`src/rtl/phase_seq_ctrl.sv`:
```
// Dwell sequencer for the 8-phase Johnson-counter phase generator: strobes the
// counter EN so each phase lasts its programmed dwell + 1 cycles.
module phase_seq_ctrl #(
  parameter int NPH = 8,
  parameter int DW  = 4,
  parameter int LW  = 8
) (
  input  logic                CLK,
  input  logic                RST,
  input  logic                start,
  input  logic                stop,
  input  logic                abort,
  input  logic                mode,
  input  logic [NPH*DW-1:0]   dwell,
  output logic                cnt_en,
  output logic [NPH-1:0]      phase,
  output logic                busy,
  output logic                done,
  output logic                aborted,
  output logic [LW-1:0]       loops,
  output logic [1:0]          dbg_state
);

  typedef enum logic [1:0] {
    S_IDLE = 2'd0,
    S_RUN  = 2'd1,
    S_DONE = 2'd2
  } state_t;

  localparam logic [NPH-1:0] PH0 = NPH'(1);

  state_t              r_state;
  logic [NPH-1:0]      r_phase;
  logic [DW-1:0]       r_dcnt;
  logic [NPH*DW-1:0]   r_shadow_dwell;
  logic                r_shadow_mode;
  logic                r_stop_pend;
  logic                r_aborted;
  logic [LW-1:0]       r_loops;

  state_t              w_state_nx;
  logic [NPH-1:0]      w_phase_nx;
  logic [DW-1:0]       w_dcnt_nx;
  logic [NPH*DW-1:0]   w_shadow_dwell_nx;
  logic                w_shadow_mode_nx;
  logic                w_stop_pend_nx;
  logic                w_aborted_nx;
  logic [LW-1:0]       w_loops_nx;
  logic                w_cnt_en;
  logic [DW-1:0]       w_next_dwell;

  // Shadow dwell of the phase we are about to advance into.
  always_comb begin
    w_next_dwell = r_shadow_dwell[DW-1:0];
    for (int p = 0; p < NPH - 1; p++) begin
      if (r_phase[p]) w_next_dwell = r_shadow_dwell[(p+1)*DW +: DW];
    end
  end

  always_comb begin
    w_state_nx        = r_state;
    w_phase_nx        = r_phase;
    w_dcnt_nx         = r_dcnt;
    w_shadow_dwell_nx = r_shadow_dwell;
    w_shadow_mode_nx  = r_shadow_mode;
    w_stop_pend_nx    = r_stop_pend;
    w_aborted_nx      = r_aborted;
    w_loops_nx        = r_loops;
    w_cnt_en          = 1'b0;
    case (r_state)
      S_IDLE: begin
        if (start) begin
          w_state_nx        = S_RUN;
          w_shadow_dwell_nx = dwell;
          w_shadow_mode_nx  = mode;
          w_phase_nx        = PH0;
          w_dcnt_nx         = dwell[DW-1:0];
          w_loops_nx        = '0;
          w_aborted_nx      = 1'b0;
          w_stop_pend_nx    = 1'b0;
        end
      end
      S_RUN: begin
        if (abort) begin
          // Abort beats stop and suppresses the advance strobe and loop count.
          w_state_nx   = S_DONE;
          w_phase_nx   = '0;
          w_dcnt_nx    = '0;
          w_aborted_nx = 1'b1;
        end else begin
          if (stop) w_stop_pend_nx = 1'b1;
          if (r_dcnt == '0) begin
            w_cnt_en = 1'b1;
            if (r_phase[NPH-1]) begin
              w_loops_nx = r_loops + LW'(1);
              // A stop arriving in the sweep's final cycle still ends this sweep.
              if (r_shadow_mode && !(r_stop_pend || stop)) begin
                w_phase_nx = PH0;
                w_dcnt_nx  = r_shadow_dwell[DW-1:0];
              end else begin
                w_state_nx = S_DONE;
                w_phase_nx = '0;
                w_dcnt_nx  = '0;
              end
            end else begin
              w_phase_nx = {r_phase[NPH-2:0], r_phase[NPH-1]};
              w_dcnt_nx  = w_next_dwell;
            end
          end else begin
            w_dcnt_nx = r_dcnt - DW'(1);
          end
        end
      end
      S_DONE: begin
        w_state_nx = S_IDLE;
      end
      default: begin
        w_state_nx = S_IDLE;
      end
    endcase
  end

  always_ff @(posedge CLK or negedge RST) begin
    if (!RST) begin
      r_state        <= S_IDLE;
      r_phase        <= '0;
      r_dcnt         <= '0;
      r_shadow_dwell <= '0;
      r_shadow_mode  <= 1'b0;
      r_stop_pend    <= 1'b0;
      r_aborted      <= 1'b0;
      r_loops        <= '0;
    end else begin
      r_state        <= w_state_nx;
      r_phase        <= w_phase_nx;
      r_dcnt         <= w_dcnt_nx;
      r_shadow_dwell <= w_shadow_dwell_nx;
      r_shadow_mode  <= w_shadow_mode_nx;
      r_stop_pend    <= w_stop_pend_nx;
      r_aborted      <= w_aborted_nx;
      r_loops        <= w_loops_nx;
    end
  end

  assign cnt_en    = w_cnt_en;
  assign phase     = r_phase;
  assign busy      = (r_state == S_RUN);
  assign done      = (r_state == S_DONE);
  assign aborted   = r_aborted;
  assign loops     = r_loops;
  assign dbg_state = r_state;

endmodule

```
`config.mk`:
```
export PLATFORM = sky130hd
export DESIGN_NAME = phase_seq_ctrl
export DESIGN_NICKNAME = d
export VERILOG_FILES = /design/src/rtl/phase_seq_ctrl.sv
export SDC_FILE = /design/constraint.sdc
export NUM_CORES = 1
export LEC_CHECK = 0
export CAP_MARGIN = 40
export CELL_PAD_IN_SITES_DETAIL_PLACEMENT = 1
export CELL_PAD_IN_SITES_GLOBAL_PLACEMENT = 1
export CORE_MARGIN = 1.5
export CORE_UTILIZATION = 43
export CTS_BUF_LIST = sky130_fd_sc_hd__clkbuf_4 sky130_fd_sc_hd__clkbuf_8
export DETAILED_ROUTE_END_ITERATION = 6
export PLACE_DENSITY = 0.95
export SYNTH_ARGS = -nofsm -noshare
export SYNTH_HDL_FRONTEND = slang
export SYNTH_SLANG_ARGS = --single-unit
export TNS_END_PERCENT = 50
```
`constraint.sdc`:
```
create_clock -name CLK -period 6 [get_ports CLK]
set_clock_uncertainty 0.15 [all_clocks]
set_input_delay 0.6 -clock CLK [delete_from_list [all_inputs] [get_ports CLK]]
set_output_delay 0.6 -clock CLK [all_outputs]
set_load 0.01 [all_outputs]
```
==> flow_metrics.tcl <==
set metrics [dict create \
    status "complete, no violations" \
    antenna_left 0 \
    wl_met1_mm 3.88 \
    dpl_cell_area_mm2 0.00360 \
    synth_top_area_frac 0.478 \
    wirelength_mm 8.91 \
    ys_ff_latch 57 \
    min_period_ns 3.23 \
    hp-class "in2async" \
    setup_viol 0 \
    dp_cells 472 \
    grt_pass1_wl_mm 14.9 \
    die_area_mm2 0.00744 \
    path_clk_slew_ns 0.07 \
    cts_inserted_buffers 9 \
    synthCells 351 \
    drtIter0Drc 164 \
    slowest_delay_ns 0.62 \
    netlist_area_mm2 0.00298 \
    die_w_um 86.3 \
    route.met3.wl_um 362 \
    crit_type "in2out" \
    fin_cells 488 \
    fp.dieH_um 86.3 \
    rows 30 \
    rsz0062_at_grt "no" \
    cts_setup_buffers 0 \
    clock.fmax_mhz 310 \
    crit_path_start_kind "input port" \
    ys_seq_area_frac 0.478 \
    synthArstFlopShare 1.00 \
    setup_tns_ns 0 \
    first_global_vias 3003 \
    dr.pass1.iters 4 \
    synth_edf_count 0 \
    powerDensity_mw_per_mm2 389 \
    crit_fanout 7 \
    finalCritPeriodShare 0.538 \
    slew_headroom 0.451 \
    drv_slew 0 \
    synth_warnings 0 \
    initial_core_util 0.441 \
    globalRoute.totalOverflow 0 \
    drc 0 \
    path_common_cell "clkdlybuf4s50_1" \
    grt.total_usage 0.261 \
    drive_above_1_share 0.0662 \
    wl_met2_mm 4.42 \
    worst_pin_slew_ns 0.812 \
    cp_cell_sequence "clkdlybuf4s50_1 -> or3b_2 -> nor2_1 -> clkdlybuf4s50_1" \
    routed.top_layer "met4" \
    end_kind "output port" \
    p_leak_nw 1.73 \
    cts_root_buffer "clkbuf_8" \
    ys.flop_type "dfrtp_1" \
    yosysTopAreaCell "dfrtp_1" \
    htreeDepth 3 \
    fin_nets 443 \
    arrival_ns 2.48 \
    coreArea_mm2 0.00676 \
    place_hpwl_mm 5.89 \
    drv_cap 0 \
    syn-num-nets 391 \
    synthTopCellsByArea "dfrtp_1 (48%), nand2_1 (15%), mux2i_1 (3.7%), a21oi_1 (3.2%), o21ai_0 (2.9%)" \
    ir_worst_vdd_uv 146 \
    cts_tree "done" \
    antenna_cells 0 \
    io_buffers 59 \
    postSynthAreaPerCell_um2 8.49 \
    fill_cells 819 \
    worst_skew_pair.late_latency_ns 0.34 \
    hold_viol_final 0 \
    io_pins 60 \
    cts_resized 0 \
    cts_buffer_depth 2 \
    worst_ep_required_time_ns 5.25 \
    wl_per_cell_um 18.3 \
    antenna_found_initial 0 \
    fin_area_mm2 0.00380 \
    routabilityCongestion 0.833 \
    synth.distinct_cells 54 \
    cts_hold_buf 0 \
    syn_to_final_growth_pct 27.4 \
    vias 2779 \
    slowest_stage "or3b_2" \
    grt_max_degree 58 \
    cts.sinks 57 \
    vias_per_cell 5.69 \
]
logic make-up (layout without fill, tap and decap cells):
group / after synthesis / count (layout) / share of synthesized area
XOR/XNOR: 1 / 1 / 0.00294
buffers and inverters: 34 / 91 / 0.0474
multiplexers: 11 / 11 / 0.0369
flip-flops: 57 / 57 / 0.478
AND/OR/NAND/NOR: 177 / 177 / 0.278
adder cells (fa/ha/maj): 2 / 2 / 0.00839
AO/OA/AOI/OAI: 69 / 69 / 0.148
state kept, by name (all words and copies together) (netlist names):
name	flops
aborted	1
loops	8
phase	8
r_shadow_mode	1
r_dcnt	4
dbg_state	2
r_shadow_dwell	32
r_stop_pend	1
where the power goes:
| part | switching [mW] | internal (mW) |
|---|---|---|
| Combinational | 0.257 | 0.220 |
| Sequential | 0.134 | 0.510 |
| Clock | 0.159 | 0.198 |
cell usage in the layout, fill, tap and decap left out, drive strengths merged, types with 4 or more instances in the layout:
cell type	instances
a21o	4
a21oi	19
buf	4
clkbuf	14
clkdlybuf4s50	58
dfrtp	57
inv	13
mux2i	11
nand2	119
nand2b	5
nor2	6
nor2b	9
nor3	8
o21ai	19
critical path, delay by kind of cell:
| family | cells | cell delay [ns] |
|---|---|---|
| buf+inv | 2 | 1.09 |
| simple gates | 2 | 0.78 |
worst paths after layout:
kind / from / endpoint / slack, ns / cells past startpoint
worst max-delay path: abort / cnt_en / 2.77 / 4
min in group CLK: r_shadow_dwell[25] / r_shadow_dwell[25] / 0.33 / 2
worst min register to register: r_shadow_dwell[25] / r_shadow_dwell[25] / 0.33 / 2
max in group asynchronous: RST / r_shadow_dwell[5] / 4.95 / 2
worst max register to register: r_dcnt[0] / loops[6] / 3.77 / 6
worst min-delay path: RST / r_shadow_dwell[0] / 0.24 / 2
stage by stage:
stage | setup slack [ns] | util | power, mW | hold WS (ns)
final | 2.77 | 0.562 | 1.48 | 0.244
after floorplan | 3.84 | - | 0.917 | 0.154
after CTS | 2.79 | 0.562 | 1.48 | 0.278
after global routing | 2.74 | 0.562 | 1.57 | 0.305
after detailed placement | 2.81 | 0.533 | 1.11 | 0.322
after global placement | 2.84 | 0.533 | 1.07 | 0.310
cell type report:
class / instances / area, um^2 / share of cell area
tap: 80 / 100 / 0.0264
clock inverter: 2 / 10.0 / 0.00264
clock buffer: 14 / 186 / 0.0491
inverter: 13 / 48.8 / 0.0128
timing repair buffer: 62 / 608 / 0.160
multi-input combinational: 260 / 1420 / 0.374
sequential: 57 / 1430 / 0.375
layer usage:
layer / global-route usage / vias to the layer above
met5: 0 / -
met4: 0.119 / 0
met1: 0.321 / 1392
met2: 0.438 / 75
li1: - / 1286
met3: 0.0590 / 26
synthesized netlist by cell type (all sizes together) (2+ instances only):
cell and count:
a21o 4, or2 2, o211ai 2, nand3b 3
o21ai 19, o21a 2, buf 9, or3 2
o31ai 3, mux2i 11, nor3 8, or3b 3
dfrtp 57, nand3 3, and2b 2, a31oi 3
and2 3, clkbuf 12, inv 13, nor2b 9
a2111oi 2, nor4 2, ha 2, o22ai 2
nand4 2, a211oi 2, nand2 119, a21oi 19
nor2 6, nand2b 5, nor3b 3
(Power assumes the default switching activity.)
